## src/rtl/alu_pkg.sv

```systemverilog
// Shared definitions for the ALU command path: command tags, opcodes and
// the sequencer state encoding.
package alu_pkg;

  localparam logic [1:0] TAG_LOAD_A = 2'b00;
  localparam logic [1:0] TAG_LOAD_B = 2'b01;
  localparam logic [1:0] TAG_GO     = 2'b10;
  localparam logic [1:0] TAG_REPEAT = 2'b11;

  localparam logic [2:0] OP_ADD = 3'd0;
  localparam logic [2:0] OP_SUB = 3'd1;
  localparam logic [2:0] OP_AND = 3'd2;
  localparam logic [2:0] OP_OR  = 3'd3;
  localparam logic [2:0] OP_XOR = 3'd4;
  localparam logic [2:0] OP_NOT = 3'd5;
  localparam logic [2:0] OP_SHR = 3'd6;
  localparam logic [2:0] OP_SHL = 3'd7;

  typedef enum logic {
    COLLECT = 1'b0,
    ISSUE   = 1'b1
  } state_t;

  // Unary operations only consume operand A, so they do not need B loaded.
  function automatic logic is_unary(input logic [2:0] op);
    logic unary;
    unary = 1'b0;
    case (op)
      OP_ADD, OP_SUB, OP_AND, OP_OR, OP_XOR: unary = 1'b0;
      OP_NOT, OP_SHR, OP_SHL:                unary = 1'b1;
      default:                               unary = 1'b0;
    endcase
    return unary;
  endfunction

endpackage

```

## src/rtl/alu_cmd_sequencer.sv

```systemverilog
// Assembles A, B and opcode from a byte-wide command stream and issues one
// complete operation at a time to the ALU over a valid/ready handshake.
module alu_cmd_sequencer
  import alu_pkg::*;
#(
  parameter int OPW   = 4,
  parameter int CODEW = 3,
  parameter int CNTW  = 8
) (
  input  logic             clk,
  input  logic             rst_n,
  input  logic [7:0]       in_data,
  input  logic             in_valid,
  output logic             in_ready,
  output logic [OPW-1:0]   alu_a,
  output logic [OPW-1:0]   alu_b,
  output logic [CODEW-1:0] alu_op,
  output logic             alu_valid,
  input  logic             alu_ready,
  output logic [CNTW-1:0]  issue_cnt,
  output logic             cmd_err
);

  state_t           r_state;
  logic             r_in_ready;
  logic             r_alu_valid;
  logic [OPW-1:0]   r_a;
  logic [OPW-1:0]   r_b;
  logic [CODEW-1:0] r_op;
  logic             r_a_ok;
  logic             r_b_ok;
  logic             r_go_seen;
  logic [CNTW-1:0]  r_issue_cnt;
  logic             r_cmd_err;

  logic [1:0]       w_tag;
  logic [5:0]       w_payload;
  logic [CODEW-1:0] w_go_op;
  logic             w_accept;
  logic             w_go_ok;
  logic             w_unused_payload;

  assign w_tag     = in_data[7:6];
  assign w_payload = in_data[5:0];
  assign w_go_op   = w_payload[CODEW-1:0];
  assign w_accept  = in_valid && r_in_ready;
  assign w_go_ok   = r_a_ok && (is_unary(w_go_op) || r_b_ok);

  // Payload bits above the operand field carry no meaning.
  assign w_unused_payload = &{1'b0, w_payload[5:OPW]};

  // NOTE: every register, including the operand storage, is cleared by the
  // async reset so outputs read 0 during reset; all state uses <= so each
  // branch sees the pre-edge values, and a later <= overrides an earlier one.
  always_ff @(posedge clk or negedge rst_n) begin
    if (!rst_n) begin
      r_state     <= COLLECT;
      r_in_ready  <= 1'b0;
      r_alu_valid <= 1'b0;
      r_a         <= '0;
      r_b         <= '0;
      r_op        <= '0;
      r_a_ok      <= 1'b0;
      r_b_ok      <= 1'b0;
      r_go_seen   <= 1'b0;
      r_issue_cnt <= '0;
      r_cmd_err   <= 1'b0;
    end else begin
      r_cmd_err <= 1'b0;
      case (r_state)
        COLLECT: begin
          r_in_ready <= 1'b1;
          if (w_accept) begin
            case (w_tag)
              TAG_LOAD_A: begin
                r_a    <= w_payload[OPW-1:0];
                r_a_ok <= 1'b1;
              end
              TAG_LOAD_B: begin
                r_b    <= w_payload[OPW-1:0];
                r_b_ok <= 1'b1;
              end
              TAG_GO: begin
                if (w_go_ok) begin
                  r_op        <= w_go_op;
                  r_go_seen   <= 1'b1;
                  r_state     <= ISSUE;
                  r_alu_valid <= 1'b1;
                  r_in_ready  <= 1'b0;
                end else begin
                  r_cmd_err <= 1'b1;
                end
              end
              TAG_REPEAT: begin
                // Reuses the opcode of the last successful GO with current operands.
                if (r_go_seen) begin
                  r_state     <= ISSUE;
                  r_alu_valid <= 1'b1;
                  r_in_ready  <= 1'b0;
                end else begin
                  r_cmd_err <= 1'b1;
                end
              end
              default: r_cmd_err <= 1'b0;
            endcase
          end
        end
        ISSUE: begin
          if (alu_ready) begin
            r_state     <= COLLECT;
            r_alu_valid <= 1'b0;
            r_in_ready  <= 1'b1;
            r_issue_cnt <= r_issue_cnt + 1'b1;
          end
        end
        default: begin
          r_state     <= COLLECT;
          r_alu_valid <= 1'b0;
          r_in_ready  <= 1'b0;
        end
      endcase
    end
  end

  assign in_ready  = r_in_ready;
  assign alu_a     = r_a;
  assign alu_b     = r_b;
  assign alu_op    = r_op;
  assign alu_valid = r_alu_valid;
  assign issue_cnt = r_issue_cnt;
  assign cmd_err   = r_cmd_err;

endmodule

```

## config.mk

```make
export PLATFORM = sky130hd
export DESIGN_NAME = alu_cmd_sequencer
export DESIGN_NICKNAME = d
export VERILOG_FILES = /design/src/rtl/alu_pkg.sv /design/src/rtl/alu_cmd_sequencer.sv
export SDC_FILE = /design/constraint.sdc
export NUM_CORES = 1
export LEC_CHECK = 0
export ABC_CLOCK_PERIOD_IN_PS = 2100
export CAP_MARGIN = 20
export CORE_ASPECT_RATIO = 0.9
export CORE_MARGIN = 5
export CORE_UTILIZATION = 35
export CTS_CLUSTER_SIZE = 20
export DETAILED_ROUTE_END_ITERATION = 6
export HOLD_SLACK_MARGIN = 0.02
export PLACE_DENSITY = 0.74
export SETUP_SLACK_MARGIN = 0.3
export SLEW_MARGIN = 20
export SYNTH_ARGS = -nofsm -noshare
export SYNTH_HDL_FRONTEND = slang
export SYNTH_SLANG_ARGS = --single-unit
```

## constraint.sdc

```tcl
create_clock -name clk -period 2.1 [get_ports clk]
set_clock_uncertainty 0.1 [all_clocks]
set_input_delay 0.21 -clock clk [delete_from_list [all_inputs] [get_ports clk]]
set_output_delay 0.21 -clock clk [all_outputs]
set_load 0.01 [all_outputs]
```

==> results of run 1 <==
## synthesized netlist by cell type
cell                       instances
sky130_fd_sc_hd__mux2_2            9
sky130_fd_sc_hd__nor2b_1           1
sky130_fd_sc_hd__nand2_1           6
sky130_fd_sc_hd__mux2_4            4
sky130_fd_sc_hd__a21o_1            1
sky130_fd_sc_hd__nand2b_1          4
sky130_fd_sc_hd__o311a_1           1
sky130_fd_sc_hd__or4b_1            1
sky130_fd_sc_hd__nand3_1           2
sky130_fd_sc_hd__and4b_1           1
sky130_fd_sc_hd__nor4_2            1
sky130_fd_sc_hd__o21ai_0           1
sky130_fd_sc_hd__buf_2             1
sky130_fd_sc_hd__and3b_1           1
sky130_fd_sc_hd__ha_1              1
sky130_fd_sc_hd__xor2_1            5
sky130_fd_sc_hd__o211ai_1          1
sky130_fd_sc_hd__nor4_1            1
sky130_fd_sc_hd__xnor2_1           2
sky130_fd_sc_hd__or2_2             1
sky130_fd_sc_hd__o21a_1            1
sky130_fd_sc_hd__nor3_1            2
sky130_fd_sc_hd__dfrtp_1          26
sky130_fd_sc_hd__nor2_1            4
sky130_fd_sc_hd__and2_1            1
## through the flow
| step | area, um^2 | hold WS [ns] | power, W |
|---|---|---|---|
| after floorplan | 1080 | -0.186 | 0.00102 |
| after global placement | 1460 | 0.362 | 0.00138 |
| after detailed placement | 1460 | 0.365 | 0.00139 |
| after CTS | 1510 | 0.139 | 0.00173 |
| after global routing | 1510 | 0.138 | 0.00181 |
| final | 1510 | 0.140 | 0.00170 |
## cells by family after synthesis
| group | synth area share |
|---|---|
| XOR/XNOR | 0.0569 |
| buffers and inverters | 0.00464 |
| AND/OR/NAND/NOR | 0.138 |
| adder cells (fa/ha/maj) | 0.0116 |
| flip-flops | 0.604 |
| multiplexers | 0.150 |
| AO/OA/AOI/OAI | 0.0348 |
## sequential cells by signal, summed over array words and instances (netlist names)
name	flops
r_b_ok	1
r_a_ok	1
issue_cnt	8
alu_a	4
r_state	1
in_ready	1
r_go_seen	1
cmd_err	1
alu_op	3
alu_b	4
alu_valid	1
## per-layer routing
metal	vias up	part of all wire	wire [um]
met1	369	0.45	919
met4	0	0.0092	19
met3	2	0.073	151
li1	347	-	-
met5	-	0	0
met2	25	0.47	967
## critical path: stages, from the launching register on
cell	delay, ns
sky130_fd_sc_hd__dfrtp_1	0.41
sky130_fd_sc_hd__nand2_1	0.09
sky130_fd_sc_hd__or4b_1	0.67
sky130_fd_sc_hd__mux2_4	0.35
## area by class of cell
class	instances	area (um^2)
clock inverter	1	30.0
fill	286	1510
multi-input combinational	52	422
timing repair buffer	34	333
tap	42	52.6
clock buffer	3	22.5
sequential	26	651
## how the worst min path moves through the flow
stage,startpoint,endpoint,slack (ns),cells after the start
after detailed placement,issue_cnt[7],issue_cnt[7],0.36,1
after CTS,rst_n,alu_a[1],0.14,2
after global placement,issue_cnt[7],issue_cnt[7],0.36,1
after floorplan,rst_n,alu_a[0],-0.19,0
after global routing,rst_n,alu_a[1],0.14,2
final,rst_n,alu_a[1],0.14,2
## power by group through the flow
stage                     logic, W  clock network [W]  registers (W)
after floorplan           0.000196                  0       0.000827
after global placement    0.000609                  0       0.000767
after detailed placement  0.000618                  0       0.000773
after CTS                 0.000620           0.000344       0.000764
after global routing      0.000661           0.000366       0.000787
final                     0.000609           0.000331       0.000765
==> flow_summary.rst, run 1 <==
.. list-table::
   :header-rows: 1

   * - Metric
     - Value
   * - Status
     - finished clean
   * - Synth area leader
     - sky130_fd_sc_hd__dfrtp_1
   * - Total core area
     - 3020 um^2
   * - Reg-to-reg startpoint
     - in_ready
   * - Length of the first detailed-routing pass in iterations
     - 4
   * - Fraction of post-synthesis cell area in the top cell type by area
     - 0.604
   * - Leading post-synthesis cells by cell area
     - sky130_fd_sc_hd__dfrtp_1 60%, sky130_fd_sc_hd__mux2_2 9.4%, sky130_fd_sc_hd__mux2_4 5.6%
   * - Pwr/cell area
     - 1130 nW/um^2
   * - Via count
     - 743
   * - Placed Cells
     - 154
   * - Worst setup startpoint
     - in_ready
   * - Synthesized instance count
     - 79
   * - Final min period
     - 1.72 ns
   * - Number of max-slew violations in the final report
     - 0
   * - WL per Instance
     - 13.0 um
   * - Post-Syn Nets
     - 92
   * - Via/cell ratio
     - 4.70
   * - Floorplan die width
     - 68.5 um
   * - Count of input and output buffers
     - 31
   * - Resized cells post-CTS
     - 0
   * - Number of global-route vias before repair
     - 764
   * - Critical path data required time
     - 2.21 ns
   * - Peak supply drop
     - 0.000546 V
   * - Kind of launch point of the worst setup path
     - flip-flop
   * - IO Pins
     - 34
   * - Setup bufs post-CTS
     - 0
   * - Met3 Usage GRT
     - 0.0414
   * - Setup Slack @ Placement
     - 0.0770 ns
   * - Floorplan die height
     - 62.6 um
   * - Finish-stage setup viols
     - 0
   * - Part of the power in combinational logic
     - 0.357
   * - Register-to-register path setup slack
     - 0.38 ns
   * - DRC violation count after routing
     - 0
   * - Final design utilization
     - 0.500
   * - Met1 GRT Util
     - 0.130
   * - Total net switching power
     - 0.000465 W
   * - Switching Fraction
     - 0.273
   * - Post-layout instance count excluding filler cells
     - 158
   * - Final WL
     - 2060 um
   * - # hold bufs at CTS
     - 0
   * - Clock Sink Count
     - 26
   * - Worst reg2reg path endpoint
     - alu_b[0]
   * - Total internal power
     - 0.00124 W
   * - Gp weighted congestion
     - 0.761
   * - Clock tree from TritonCTS
     - yes
   * - CP arrival
     - 1.83 ns
   * - Clock-pin transition on the worst setup and hold timing paths
     - 0.13 ns
   * - Global-route congestion overflow total
     - 0
   * - H-tree level count
     - 1
   * - Initial core utilization
     - 0.357
   * - Part of the total power dissipated in the clock network
     - 0.194
   * - Class of the most critical hold timing path
     - in -> async
   * - Yosys warns
     - 0
   * - Slew HR
     - 0.736
   * - Area of the mapped netlist
     - 1080 um^2
   * - Average cell area after synthesis
     - 13.6 um^2
   * - Critical path peak fanout
     - 5
   * - Worst skew pair latency
     - 0.31 ns
   * - Standard-cell row count
     - 19
   * - DRT antenna net count
     - 0
   * - Crit path to
     - alu_b[0]
   * - Tot GR Track Use
     - 0.105
   * - Final nets
     - 130
   * - Area added between synthesis and finish
     - 40.2%
   * - Area of the die
     - 4290 um^2
   * - Type of destination of the critical path
     - flip-flop
   * - Type of the setup path with the least slack
     - reg -> reg
   * - Number of buffers inserted during clock tree synthesis
     - 3
   * - Proportion of synthesized chip area in sequential cells
     - 0.604
   * - Number of maximum-capacitance constraint violations
     - 0
   * - Most common library cell in the layout ignoring fill and taps
     - sky130_fd_sc_hd__clkdlybuf4s50_1
   * - DRC violation total after the first TritonRoute iteration
     - 28
   * - Number of cells on the worst reg-to-reg path
     - 3
   * - Setup WS post-layout
     - 0.382 ns
   * - Sequential power share
     - 0.449
   * - Number of distinct standard cells referenced by the synthesized netlist
     - 25
   * - Share of cells above drive strength 1
     - 0.190
   * - Maximum number of pins on one net before global-route repair
     - 27
   * - Global-route wire length before repair
     - 3450 um
   * - Met2 capacity usage during global routing
     - 0.167
   * - Total half-perimeter wirelength after legalization and detailed placement
     - 1590 um
   * - Unrepaired setup endpoints after global routing
     - no
   * - Worst-Margin Slew
     - 0.394 ns
   * - Cell at the root of the clock tree
     - sky130_fd_sc_hd__clkbuf_4
   * - Leakage dissipation
     - 0.656 nW
   * - Commonest cells after routing, fill and taps aside
     - 31 x sky130_fd_sc_hd__clkdlybuf4s50_1, 26 x sky130_fd_sc_hd__dfrtp_1, 9 x sky130_fd_sc_hd__mux2_2
   * - Maximum clock rate
     - 582 MHz
   * - Clock Tree Buf Depth
     - 2
   * - Final Hold Viols
     - 0
   * - Total negative slack
     - 0 ns
   * - Period Utilization, post-route
     - 0.818
   * - Antenna violations before repair
     - 0
   * - Antenna cell count
     - 0
   * - Synthesis-stage register bit count
     - 26
   * - Busiest layer in global routing
     - met2
No activity file was read; power rests on OpenSTA's default activity.
==> run 2: changes to the inputs <==
--- a/config.mk
+++ b/config.mk
@@ -5,7 +5,7 @@
 export SDC_FILE = /design/constraint.sdc
 export NUM_CORES = 1
 export LEC_CHECK = 0
-export ABC_CLOCK_PERIOD_IN_PS = 2100
+export ABC_CLOCK_PERIOD_IN_PS = 1700
 export CAP_MARGIN = 20
 export CORE_ASPECT_RATIO = 0.9
 export CORE_MARGIN = 5
==> constraint.sdc (replaced) <==
create_clock -name clk -period 1.7 [get_ports clk]
set_clock_uncertainty 0.1 [all_clocks]
set_input_delay 0.17 -clock clk [delete_from_list [all_inputs] [get_ports clk]]
set_output_delay 0.17 -clock clk [all_outputs]
set_load 0.01 [all_outputs]
==> run 2 against run 1 <==
Effect of this change: via count is 15% higher; count of clock-buffer cells in the layout is 1 higher; critical path type unchanged; critical path depth down 1; design area is 11% higher; global-route usage is 1.9 points higher; highest routed layer unchanged; combinational power increased by 43%.
==> flow_summary.rst, run 2 (synthesized netlist as in run 1, its figures left out) <==
.. list-table::
   :header-rows: 1

   * - Metric
     - Value
   * - Gp weighted congestion
     - 0.781
   * - Tot GR Track Use
     - 0.124
   * - Critical Path Max Stage Delay
     - 0.61 ns
   * - Finish-stage setup viols
     - 0
   * - Type of the setup path with the least slack
     - reg -> reg
   * - # hold bufs at CTS
     - 0
   * - Kind of launch point of the worst setup path
     - flip-flop
   * - Met3 Usage GRT
     - 0.0558
   * - Series of cell instances along the critical path
     - or4b_4 > mux2_4
   * - WL per Instance
     - 15.1 um
   * - Class of the most critical hold timing path
     - in -> async
   * - Floorplan die width
     - 68.5 um
   * - Max stage delay cell, worst path
     - sky130_fd_sc_hd__or4b_4
   * - Maximum number of pins on one net before global-route repair
     - 27
   * - Clock-pin transition on the worst setup and hold timing paths
     - 0.14 ns
   * - Final min period
     - 1.55 ns
   * - Clock Tree Buf Depth
     - 2
   * - Number of cells on the worst reg-to-reg path
     - 2
   * - Antenna cell count
     - 0
   * - Leakage dissipation
     - 0.831 nW
   * - Placement Cell Area
     - 1530 um^2
   * - Standard-cell row count
     - 19
   * - Worst-Margin Slew
     - 0.396 ns
   * - Period Utilization, post-route
     - 0.911
   * - Number of maximum-capacitance constraint violations
     - 0
   * - Cell at the root of the clock tree
     - sky130_fd_sc_hd__clkbuf_4
   * - CP arrival
     - 1.67 ns
   * - Area added between synthesis and finish
     - 55.4%
   * - DRC violation count after routing
     - 0
   * - Unrepaired setup endpoints after global routing
     - yes
   * - Critical path peak fanout
     - 5
   * - H-tree level count
     - 1
   * - Pwr/cell area
     - 1240 nW/um^2
   * - Worst reg2reg path endpoint
     - alu_b[0]
   * - Antenna violations before repair
     - 0
   * - Most common library cell in the layout ignoring fill and taps
     - sky130_fd_sc_hd__dfrtp_1
   * - Total half-perimeter wirelength after legalization and detailed placement
     - 1710 um
   * - Met2 capacity usage during global routing
     - 0.209
   * - Clock Sink Count
     - 26
   * - Share of cells above drive strength 1
     - 0.348
   * - DRC violation total after the first TritonRoute iteration
     - 15
   * - Total core area
     - 3020 um^2
   * - Total negative slack
     - 0 ns
   * - Global-route congestion overflow total
     - 0
   * - Setup Slack @ Placement
     - -0.241 ns
   * - Register-to-register path setup slack
     - 0.15 ns
   * - Number of global-route vias before repair
     - 903
   * - Maximum clock rate
     - 646 MHz
   * - Slew HR
     - 0.735
   * - Floorplan die height
     - 62.6 um
   * - Count of input and output buffers
     - 31
   * - Clock tree from TritonCTS
     - yes
   * - Final Hold Viols
     - 0
   * - Number of max-slew violations in the final report
     - 0
   * - IO Pins
     - 34
   * - Max reg flops
     - 8
   * - Status
     - finished clean
   * - Critical path data required time
     - 1.83 ns
   * - Global-route wire length before repair
     - 4060 um
   * - Commonest cells after routing, fill and taps aside
     - 26 x sky130_fd_sc_hd__dfrtp_1, 20 x sky130_fd_sc_hd__dlygate4sd2_1, 19 x sky130_fd_sc_hd__buf_4
   * - Peak supply drop
     - 0.000721 V
   * - DRT antenna net count
     - 0
   * - Reg-to-reg startpoint
     - r_state
   * - Initial core utilization
     - 0.357
   * - Final WL
     - 2660 um
   * - Number of buffers inserted during clock tree synthesis
     - 3
   * - Busiest layer in global routing
     - met2
   * - Via count
     - 853
   * - Worst skew pair latency
     - 0.32 ns
   * - Setup WS post-layout
     - 0.151 ns
   * - Type of destination of the critical path
     - flip-flop
   * - Area of the die
     - 4290 um^2
   * - Length of the first detailed-routing pass in iterations
     - 4
   * - Final instance area
     - 1670 um^2
   * - Via/cell ratio
     - 4.82
   * - Met1 GRT Util
     - 0.142
   * - Final nets
     - 149
==> run 2: how the worst max path moves through the flow <==
stage / from / endpoint / slack (ns)
CTS: in_ready / alu_b[0] / 0.15
detailed placement: in_valid / alu_b[3] / -0.24
floorplan: in_ready / alu_b[0] / 0.09
finish: r_state / alu_b[0] / 0.15
global placement: in_valid / alu_b[3] / -0.19
global route: r_state / alu_op[2] / 0.12
==> run 2: critical path: cells and delay by family, from the launching register on <==
kind	cells	cell delay, ns
multiplexers	1	0.32
flip-flops	1	0.42
AND/OR/NAND/NOR	1	0.61
==> run 2: stage by stage <==
| step | std cells | total power (W) | utilization | hold slack (ns) |
|---|---|---|---|---|
| 2_1_floorplan | 79 | 0.00127 | - | -0.226 |
| 3_3_place_gp | 163 | 0.00174 | 0.505 | 0.367 |
| 3_5_place_dp | 163 | 0.00176 | 0.505 | 0.369 |
| 4_1_cts | 175 | 0.00206 | 0.538 | 0.110 |
| 5_1_grt | 177 | 0.00220 | 0.554 | 0.116 |
| 6_report | 177 | 0.00208 | 0.554 | 0.0982 |
==> run 2: layout make-up <==
class / count / area [um^2]
timing repair buffer: 53 / 459
tap: 42 / 52.6
clock buffer: 4 / 36.3
fill: 280 / 1350
multi-input combinational: 52 / 475
sequential: 26 / 651
==> run 2: metal layers <==
layer / part of all wire / vias to the layer above / routed length, um
li1: - / 388 / -
met1: 0.41 / 428 / 1080
met2: 0.50 / 35 / 1340
met3: 0.085 / 2 / 226
met4: 0.0038 / 0 / 10
met5: 0 / - / 0
==> run 2: repair_timing <==
action / 4_1_cts / 5_1_grt
buffers inserted: 8 / 2
pin swaps: 2 / 1
endpoints found under the setup margin: 34 / 19
resized for setup: 28 / 9
==> run 2: power by group <==
group | switching [W] | internal, W
clock network | 0.000183 | 0.000131
logic | 0.000369 | 0.000499
registers | 0.0000984 | 0.000802
==> run 3: changes to the inputs <==
--- a/config.mk
+++ b/config.mk
@@ -14,7 +14,7 @@
 export DETAILED_ROUTE_END_ITERATION = 6
 export HOLD_SLACK_MARGIN = 0.02
 export PLACE_DENSITY = 0.74
-export SETUP_SLACK_MARGIN = 0.3
+export SETUP_SLACK_MARGIN = 0.02
 export SLEW_MARGIN = 20
 export SYNTH_ARGS = -nofsm -noshare
 export SYNTH_HDL_FRONTEND = slang
==> run 3 against run 2 <==
Effect of this change: sequential share of layout area increased by 2.9 points; register-to-register slack got worse by 0.07 ns; sequential power increased by 4.2%; design area decreased by 6.9%; sequential cell count unchanged; clock power decreased by 22%; non-clock buffer count decreased by 9; die area unchanged; combinational power decreased by 7.0%; maximum frequency decreased by 4.1%; utilization decreased by 3.8 points; critical path type unchanged.
==> flow_summary.rst, run 3 (synthesized netlist as in run 1, its figures left out) <==
.. list-table::
   :header-rows: 1

   * - Metric
     - Value
   * - Peak supply drop
     - 0.000658 V
   * - Count of input and output buffers
     - 31
   * - Floorplan die width
     - 68.5 um
   * - Final min period
     - 1.62 ns
   * - Number of global-route vias before repair
     - 893
   * - Reg-to-reg startpoint
     - r_state
   * - Area of the die
     - 4290 um^2
   * - Hold slack
     - 0.119 ns
   * - Number of filler cells placed in the layout
     - 275
   * - Met1 layer wirelength in the final routing
     - 943 um
   * - Clock Sink Count
     - 26
   * - Antenna violations before repair
     - 0
   * - Length of the first detailed-routing pass in iterations
     - 4
   * - # hold bufs at CTS
     - 0
   * - Global-route wire length before repair
     - 3950 um
   * - Register-to-register path setup slack
     - 0.08 ns
   * - Final Hold Viols
     - 0
   * - Class of the most critical hold timing path
     - in -> async
   * - Part of the total power dissipated in the clock network
     - 0.123
   * - Final nets
     - 140
   * - Worst reg2reg path endpoint
     - alu_op[2]
   * - Number of max-slew violations in the final report
     - 0
   * - Clock tree from TritonCTS
     - yes
   * - CP arrival
     - 1.72 ns
   * - Type of the setup path with the least slack
     - reg -> reg
   * - Floorplan die height
     - 62.6 um
   * - Slew HR
     - 0.786
   * - Power, Total
     - 0.00199 W
   * - Part of the power in combinational logic
     - 0.406
   * - Total internal power
     - 0.00140 W
   * - Final design utilization
     - 0.516
   * - H-tree level count
     - 1
   * - Switching Fraction
     - 0.294
   * - Standard-cell row count
     - 19
   * - DRC violation total after the first TritonRoute iteration
     - 20
   * - Type of destination of the critical path
     - flip-flop
   * - Final WL
     - 2310 um
   * - Met2 wire len
     - 1190 um
   * - Global-route congestion overflow total
     - 0
   * - Total core area
     - 3020 um^2
   * - Share of cells above drive strength 1
     - 0.256
   * - Area used by sequential logic in the layout
     - 651 um^2
   * - Pwr/cell area
     - 1280 nW/um^2
   * - Gp weighted congestion
     - 0.791
   * - Critical path data required time
     - 1.80 ns
   * - Number of buffers inserted during clock tree synthesis
     - 3
   * - Kind of launch point of the worst setup path
     - flip-flop
   * - Unrepaired setup endpoints after global routing
     - no
   * - Clock-pin transition on the worst setup and hold timing paths
     - 0.13 ns
   * - Area added between synthesis and finish
     - 44.7%
   * - Area taken by multi-input logic gates
     - 425 um^2
   * - Max reg flops
     - 8
   * - Finish-stage setup viols
     - 0
   * - Total net switching power
     - 0.000585 W
   * - Via/cell ratio
     - 4.77
   * - Maximum number of pins on one net before global-route repair
     - 27
   * - Via count
     - 797
   * - Status
     - finished clean
   * - Worst-Margin Slew
     - 0.321 ns
   * - Period Utilization, post-route
     - 0.950
   * - DRT antenna net count
     - 0
   * - Worst skew pair latency
     - 0.31 ns
   * - Top sig layer
     - met4
   * - Sequential power share
     - 0.471
   * - Leakage dissipation
     - 0.690 nW
   * - WL met3
     - 163 um
   * - Initial core utilization
     - 0.357
   * - IO Pins
     - 34
   * - Critical path peak fanout
     - 5
   * - Most common library cell in the layout ignoring fill and taps
     - sky130_fd_sc_hd__clkdlybuf4s50_1
   * - DRC violation count after routing
     - 0
   * - Tot GR Track Use
     - 0.121
   * - Total half-perimeter wirelength after legalization and detailed placement
     - 1820 um
   * - WL per Instance
     - 13.8 um
   * - Worst setup startpoint
     - r_state
   * - Commonest cells after routing, fill and taps aside
     - 31 x sky130_fd_sc_hd__clkdlybuf4s50_1, 26 x sky130_fd_sc_hd__dfrtp_1, 13 x sky130_fd_sc_hd__buf_4
   * - Antenna cell count
     - 0
   * - Number of cells on the worst reg-to-reg path
     - 5
   * - Number of maximum-capacitance constraint violations
     - 0
   * - Clock Tree Buf Depth
     - 2
   * - Cell at the root of the clock tree
     - sky130_fd_sc_hd__clkbuf_4
   * - Maximum clock rate
     - 619 MHz
## run 3: cell count changes in the layout (fill, tap and decap cells not counted), sizes merged
cell           change
clkdlybuf4s50     +22
clkbuf             -2
buf                -9
dlymetal6s2s       -1
dlygate4sd2       -20
## run 3: worst max path at each step
stage	to	slack [ns]	cells past startpoint
after floorplan	alu_b[0]	0.05	4
after global placement	alu_b[3]	-0.23	4
after detailed placement	alu_b[1]	-0.28	4
after CTS	in_ready	0.07	2
after global routing	issue_cnt[3]	0.03	1
final	alu_op[2]	0.08	5
## run 3: final cells by class
| class | count | area share |
|---|---|---|
| multi-input cells | 52 | 0.273 |
| well taps | 42 | 0.0337 |
| flip-flops and latches | 26 | 0.417 |
| repair buffers | 44 | 0.262 |
| clock buffers | 3 | 0.0144 |
## run 3: timing repair
action,in CTS,in global routing
setup buffers,0,0
gates resized for setup,1,0
endpoints found under the setup margin,4,0
## run 3: layer usage
metal	vias to the layer above	GRT usage
met5	-	0
met4	0	0.0347
met3	2	0.0504
met2	26	0.203
met1	403	0.139
li1	366	-
## run 3: power by group through the flow
stage	sequential (W)	clock [W]	combinational, W
after detailed placement	0.000951	0	0.000816
after global placement	0.000946	0	0.000796
after floorplan	0.00102	0	0.000242
after global routing	0.000966	0.000292	0.000865
after CTS	0.000941	0.000261	0.000821
final	0.000938	0.000245	0.000807
## run 3: critical path, stage by stage, from the launching register on
cell and delay, ns:
sky130_fd_sc_hd__dfrtp_1 0.41, sky130_fd_sc_hd__buf_4 0.16, sky130_fd_sc_hd__and4b_1 0.30, sky130_fd_sc_hd__o211ai_1 0.10, sky130_fd_sc_hd__buf_4 0.16, sky130_fd_sc_hd__mux2_2 0.27
## run 3: stage by stage
step | setup TNS (ns) | std cells | area [um^2] | setup WS (ns)
after global routing | 0 | 167 | 1560 | 0.0296
after detailed placement | -1.18 | 164 | 1530 | -0.278
final | 0 | 167 | 1560 | 0.0848
after floorplan | 0 | 79 | 1080 | 0.0518
after CTS | 0 | 167 | 1560 | 0.0701
after global placement | -0.951 | 164 | 1530 | -0.233
